`config.mk`:
```
export PLATFORM = sky130hd
export DESIGN_NAME = conv_loop_sequencer
export DESIGN_NICKNAME = d
export VERILOG_FILES = /design/src/rtl/conv_loop_sequencer.sv
export SDC_FILE = /design/constraint.sdc
export NUM_CORES = 1
export LEC_CHECK = 0
export CORE_MARGIN = 1.5
export CORE_UTILIZATION = 46
export DETAILED_ROUTE_END_ITERATION = 7
export HOLD_SLACK_MARGIN = 0.08
export PLACE_DENSITY = 0.85
export SLEW_MARGIN = 30
export SYNTH_ARGS = -nofsm -noshare
export SYNTH_HDL_FRONTEND = slang
export SYNTH_SLANG_ARGS = --single-unit
```
`constraint.sdc`:
```
create_clock -name clk -period 1.95 [get_ports clk]
set_clock_uncertainty 0.15 [all_clocks]
set_input_delay 0.2925 -clock clk [delete_from_list [all_inputs] [get_ports clk]]
set_output_delay 0.2925 -clock clk [all_outputs]
set_load 0.1 [all_outputs]
```
`src/rtl/conv_loop_sequencer.sv`:
```
// Loop-nest sequencer for the 3x3 weight-passing conv array: preloads taps, then walks
// x/y inside X/Y and emits the node strobes. Optional perf counters: CONV_SEQ_PERF_EN.
module conv_loop_sequencer #(
    parameter int unsigned KW = 3,
    parameter int unsigned KH = 3,
    parameter int unsigned OW = 19,
    parameter int unsigned OH = 19,
    parameter int unsigned AW = 4,
    localparam int unsigned XW  = (KW > 1) ? $clog2(KW) : 1,
    localparam int unsigned YW  = (KH > 1) ? $clog2(KH) : 1,
    localparam int unsigned OXW = (OW > 1) ? $clog2(OW) : 1,
    localparam int unsigned OYW = (OH > 1) ? $clog2(OH) : 1
) (
    input  logic           clk,
    input  logic           rst,
    input  logic           start,
    input  logic           hold,
    output logic [AW-1:0]  w_raddr,
    output logic           w_load,
    output logic [AW-1:0]  w_load_tap,
    output logic [XW-1:0]  x,
    output logic [YW-1:0]  y,
    output logic [OXW-1:0] X,
    output logic [OYW-1:0] Y,
    output logic           shift_x,
    output logic           shift_y,
    output logic           w_return,
    output logic           acc_clr,
    output logic           out_valid,
    output logic           busy,
    output logic           finish
`ifdef CONV_SEQ_PERF_EN
    ,
    output logic [31:0]    cyc_cnt,
    output logic [31:0]    stall_cnt
`endif
);

    typedef enum logic [1:0] {StIdle, StLoad, StRun, StDone} state_e;

    localparam logic [AW-1:0]  TapLast = AW'(KW * KH - 1);
    localparam logic [XW-1:0]  XMax    = XW'(KW - 1);
    localparam logic [YW-1:0]  YMax    = YW'(KH - 1);
    localparam logic [OXW-1:0] OXMax   = OXW'(OW - 1);
    localparam logic [OYW-1:0] OYMax   = OYW'(OH - 1);

    state_e state;
    logic   issue_done;
    logic   last_cap;
    logic   cap_done;
    logic   x_end, y_end, ox_end, oy_end, win_end, run_go;

    // Last tap is captured either this cycle or during an earlier held cycle.
    assign cap_done = last_cap || (w_load && (w_load_tap == TapLast));

    assign x_end   = (x == XMax);
    assign y_end   = (y == YMax);
    assign ox_end  = (X == OXMax);
    assign oy_end  = (Y == OYMax);
    assign win_end = x_end && y_end;
    assign run_go  = (state == StRun) && !hold;

    assign shift_x   = run_go && !x_end;
    assign shift_y   = run_go && x_end && !y_end;
    assign w_return  = run_go && win_end;
    assign out_valid = run_go && win_end;
    assign acc_clr   = run_go && (x == '0) && (y == '0);
    assign busy      = (state == StLoad) || (state == StRun);
    assign finish    = (state == StDone);

    always_ff @(posedge clk) begin
        if (rst) begin
            state      <= StIdle;
            w_raddr    <= '0;
            w_load     <= 1'b0;
            w_load_tap <= '0;
            issue_done <= 1'b0;
            last_cap   <= 1'b0;
            x          <= '0;
            y          <= '0;
            X          <= '0;
            Y          <= '0;
        end else begin
            unique case (state)
                StIdle: begin
                    if (start) begin
                        state      <= StLoad;
                        w_raddr    <= '0;
                        w_load     <= 1'b0;
                        w_load_tap <= '0;
                        issue_done <= 1'b0;
                        last_cap   <= 1'b0;
                        x          <= '0;
                        y          <= '0;
                        X          <= '0;
                        Y          <= '0;
                    end
                end
                StLoad: begin
                    w_load <= 1'b0;
                    if (!hold) begin
                        if (!issue_done) begin
                            w_load     <= 1'b1;
                            w_load_tap <= w_raddr;
                            if (w_raddr == TapLast) begin
                                issue_done <= 1'b1;
                            end else begin
                                w_raddr <= w_raddr + 1'b1;
                            end
                        end
                        if (cap_done) begin
                            state    <= StRun;
                            w_raddr  <= '0;
                            last_cap <= 1'b0;
                        end
                    end else begin
                        last_cap <= cap_done;
                    end
                end
                StRun: begin
                    if (!hold) begin
                        x <= x_end ? '0 : x + 1'b1;
                        if (x_end) begin
                            y <= y_end ? '0 : y + 1'b1;
                        end
                        if (win_end) begin
                            X <= ox_end ? '0 : X + 1'b1;
                        end
                        if (win_end && ox_end) begin
                            Y <= oy_end ? '0 : Y + 1'b1;
                        end
                        if (win_end && ox_end && oy_end) begin
                            state <= StDone;
                        end
                    end
                end
                StDone: begin
                    state <= StIdle;
                end
                default: begin
                    state <= StIdle;
                end
            endcase
        end
    end

`ifdef CONV_SEQ_PERF_EN
    // cyc_cnt spans the accepting cycle through DONE, so one pass reads LOAD+RUN+2.
    always_ff @(posedge clk) begin
        if (rst) begin
            cyc_cnt   <= '0;
            stall_cnt <= '0;
        end else if ((state == StIdle) && start) begin
            cyc_cnt   <= 32'd1;
            stall_cnt <= '0;
        end else if (state != StIdle) begin
            if (cyc_cnt != '1) begin
                cyc_cnt <= cyc_cnt + 32'd1;
            end
            if (busy && hold && (stall_cnt != '1)) begin
                stall_cnt <= stall_cnt + 32'd1;
            end
        end
    end
`endif

endmodule

```
After elaboration in Yosys (flattened, before gate mapping):

Cells that the tools add are included.

* $add $sub $neg: 5
* eq/ne operators: 21
* muxes and demuxes: 43
* reduce and logical (&&, ||, !) cells: 31

Operators by type and width (count)
* 2-to-1 mux 5 bit: 7
* 2-to-1 mux 4 bit: 7
* 2-to-1 mux 2 bit: 11
* case mux 5 bit (2 select lines): 2
* case mux 4 bit (2 select lines): 2
* AND reduction 4 bit: 4
* != test 2 bit (second input constant): 7
* logical AND 1 bit: 11
* adder 5 x 1 -> 5 bit (second input constant): 2
* == test 5 bit (second input constant): 2
* AND reduction 5 bit: 2
* != test 3 bit (second input constant): 3
* AND reduction 3 bit: 3
* == test 2 bit (second input constant): 4
* == test 4 bit (second input constant): 2
* 2-to-1 mux 1 bit: 8
* case mux 2 bit (2 select lines): 2
* case mux 2 bit (4 select lines): 1
* logical NOT 2 bit: 3
* case mux 1 bit (2 select lines): 3
* adder 2 x 1 -> 2 bit (second input constant): 2
* adder 4 x 1 -> 4 bit (second input constant): 1
* != test 2 x 1 -> 1 bit (second input constant): 2
* nonzero test 2 bit: 2
* other kinds (4): 7

* flip-flop bits (word level): 27
* logic and storage cells: 110

Depth between registers and ports, before layout:

* depth in word-level cells: 7
* gate-level depth with buffers: 7

Worst setup path before layout:

Ideal clock, no wire load.

* path kind: register -> output
* from: register x[1]
* to: output w_return
* arrival: 4813 ps
* setup slack: -3305 ps
* stages on the path, launching flop included: 4
* cell sequence: dfxtp_1 > nand2b_1 > nor4_1 > buf_4

* cells in the longest elaborated chain, start to end: 3

RTL lines
* from (decl): line 21 `output logic [XW-1:0] x,`
* from (signal assigned): line 122 `x <= x_end ? '0 : x + 1'b1;`
* == test 2 bit: line 56 `assign x_end = (x == XMax);`
* logical AND 1 bit: line 60 `assign win_end = x_end && y_end;`
* logical AND 1 bit
* to (decl): line 27 `output logic w_return,`

No other way between the ends.

Worst setup path in the final report:

* from: register state[1]
* to: output w_return

* cells in the longest elaborated chain, start to end: 3

RTL lines
* from (decl): line 47 `state_e state;`
* from (signal assigned): line 73 `state <= StIdle;`
* from (signal assigned): line 87 `state <= StLoad;`
* from (signal assigned): line 112 `state <= StRun;`
* == test 2 bit: line 61 `assign run_go = (state == StRun) && !hold;`
* logical AND 1 bit: line 61
* logical AND 1 bit: line 65 `assign w_return = run_go && win_end;`

No other way between the ends.

==> summary.md <==
| Metric | Value |
|---|---|
| Root buffer selected by CTS | clkbuf_4 |
| Async S/R FF share, synth | 0% |
| Startpoint Class | register |
| Yosys Warn Count | 0 |
| Slew headroom | 66.6% |
| Aggregate global routing overflow | 0 |
| Post-DP HPWL | 3350 microns |
| Reg2reg path depth | 7 |
| Placed Cells incl. Taps | 284 |
| CTS Hold Bufs | 0 |
| Routed length on met3 | 266 microns |
| Setup violations, final | 17 |
| Total clock sinks | 27 |
| Boundary Pins | 34 |
| Filler cells | 167 |
| Leak | 1.02 nW |
| First-pass GRT wire length | 7750 microns |
| Row cnt | 21 |
| Hold-critical path endpoint | y[1] |
| Mapped Cells | 191 |
| Synth-to-Final Area Change | 71.0% |
| Largest net degree at the start of global routing | 19 |
| Finished Layout Cells | 300 |
| #FFs+latches synth | 27 |
| Failing checks | negative setup slack |
| Critical Path RT | 1.51 ns |
| Power Density | 1100 nW/um^2 |
| Top_reg_cell synth | dfxtp_1 |
| Vias | 1,784 |
| Data arrival, critical path | 1.75 ns |
| Final antenna-violating net count | 0 |
| RSZ-0062 raised after global routing | yes |
| Detailed Route Iter0 Violations | 144 |
| Critical Path End Type | output port |
| Fin worst setup slack | -0.244 ns |
| DRC | 0 |
| Status | finished, violations left |
| Overall routing resource usage | 24.3% |
| Routed wl met2 | 2950 microns |
| CTS tree | done |
| Hold depth | 2 |
| Period Utilization, post-route | 112% |
| Post-DP Area | 2510 sq um |
| Drt via density | 5.95 |
| Met1 wire length | 2070 microns |
| Slew @ Worst Pin | 0.494 ns |
| Final instance area | 2810 sq um |
| Clock Latency Late Sink | 0.34 ns |
| Reg-to-Reg Start | state[1] |
| Vias in the first global route | 1,731 |
| Largest cells by area after synthesis | dfxtp_1, ha_1, a21oi_1 |
| Minimum clock period | 2.19 ns |
| Post-route core utilization | 82.8% |
| Hold Vio Cnt, Final | 0 |
| Max FO, Critical Path | 6 |
| First-pass detailed-route iteration total | 4 |
| Starting Density | 48.4% |
| Net Count, Synth | 206 |
| Diodes inserted | 0 |
| Peak VDD IR | 0.00100 V |
| Die height | 62.7 microns |
| Placer Congestion | 0.837 |
| Sequential share of the synthesized area | 32.9% |
| Netlist cell types | 51 |
| MaxCap Viol Count | 0 |
| Top sig layer | met4 |
| Max frequency | 456 MHz |
| Number of flops mapped to enable cells by yosys | 0 |
| Port Buf Inserts | 33 |
| Min-Delay Path Class | register to register |
| Critical path type | register to output port |
| Worst R2R Setup Slack | -0.11 ns |
| Routed WL | 5450 microns |
| Yosys top cell by area | dfxtp_1 |
| CTS clk-pin slew, worst paths | 0.15 ns |
| Chip Width | 62.7 microns |
| Synth Cell Area | 1640 sq um |
| CP Launch Point | state[1] |
| Final Slew Violations | 0 |
| Hold wc startpoint | y[1] |
| CTS Buf Count | 3 |
| Initial antenna violation count | 0 |
| Clock Path Buffers | 2 |
| Yosys top cell area share | 32.9% |
| # nets final | 270 |
| Share of cells above drive strength 1 | 49.2% |
| Wire length per cell | 18.2 microns |
| Core box area | 3390 sq um |
| Total die area | 3940 sq um |
| H-tree Lvls | 1 |
| Syn Area/Cell | 8.59 sq um |
| Reg-to-reg endpoint | Y[0] |
## timing repair
action	4_1_cts	5_1_grt
cloned	0	0
resized for setup	22	26
endpoints found under the setup margin	16	23
pin swaps	3	11
setup buffers	5	8
## worst max-delay path by stage
stage,to,depth (start not counted),slack [ns]
after global routing,shift_y,6,-0.29
after CTS,w_return,6,-0.21
after floorplan,w_return,5,-0.79
after detailed placement,X[1],5,-0.19
final,w_return,6,-0.24
after global placement,Y[4],6,-0.12
## worst max-delay path, stage by stage, from the launching register on
cell	delay (ns)
dfxtp_2	0.39
buf_6	0.10
ha_4	0.15
or2b_4	0.29
nor4_4	0.13
buf_4	0.17
buf_12	0.17
## per-stage QoR
stage	TNS [ns]	power, mW	setup slack [ns]	hold WS (ns)
6_report	-1.59	3.09	-0.244	0.368
5_1_grt	-2.58	3.23	-0.292	0.396
4_1_cts	-0.868	2.71	-0.211	0.368
3_5_place_dp	-2.14	2.27	-0.188	0.336
3_3_place_gp	-1.12	2.21	-0.115	0.325
2_1_floorplan	-1.47	1.73	-0.788	0.311
## cell usage after synthesis, types with 3 or more instances
library cell and count:
a211o_1 3, mux2i_1 5, or3_1 4, dfxtp_1 27
nand2_1 14, a21oi_1 14, nand3_1 6, nand3b_1 3
or4_1 3, ha_1 11, nor2_1 16, inv_1 15
nor3_1 5, o21ai_0 11, clkbuf_1 4, a22oi_1 6
## layout by cell type, fill, tap and decap left out, drive strengths merged, types with 3 or more instances in the layout
master / instances
o21ai: 11
a21oi: 14
clkdlybuf4s50: 3
clkbuf: 4
nor3: 6
buf: 63
ha: 11
nor2: 16
inv: 14
nand3: 6
a22oi: 6
and2b: 3
a211o: 3
nand3b: 3
or4: 3
nand2: 14
dfxtp: 27
mux2i: 5
or3: 4
## per-layer routing
layer,up-vias,global-route usage (%)
li1,830,-
met1,863,26.3
met2,77,46.8
met3,14,4.50
met4,0,8.06
met5,-,0
## kinds of logic after synthesis
family,count (synthesis),synth area share (%)
AOI/OAI and AO/OA,54,24.2
xor gates and xnor gates,1,0.534
and+or+nand+nor,70,24.3
adders and majority gates,11,8.38
DFF,27,32.9
buffers and inverters,22,5.94
muxes,6,3.73
## layout make-up
cell class	count	area, sq um	share of cell area [%]
tap	46	57.6	2.05
timing repair buffer	66	876	31.2
sequential	27	597	21.3
clock buffer	4	26.3	0.936
multi-input combinational	142	1180	42.1
inverter	15	67.6	2.41
## power breakdown
group | switching (mW) | internal (mW)
combinational | 1.21 | 0.981
sequential | 0.0499 | 0.592
clock | 0.175 | 0.0807
total | 1.44 | 1.65
## sequential cells by signal, summed over array words and instances (netlist names)
| signal | flops |
|---|---|
| y | 2 |
| issue_done | 1 |
| w_load | 1 |
| w_load_tap | 4 |
| last_cap | 1 |
| x | 2 |
| state | 2 |
| Y | 5 |
| X | 5 |
| w_raddr | 4 |
(Power assumes the default switching activity.)
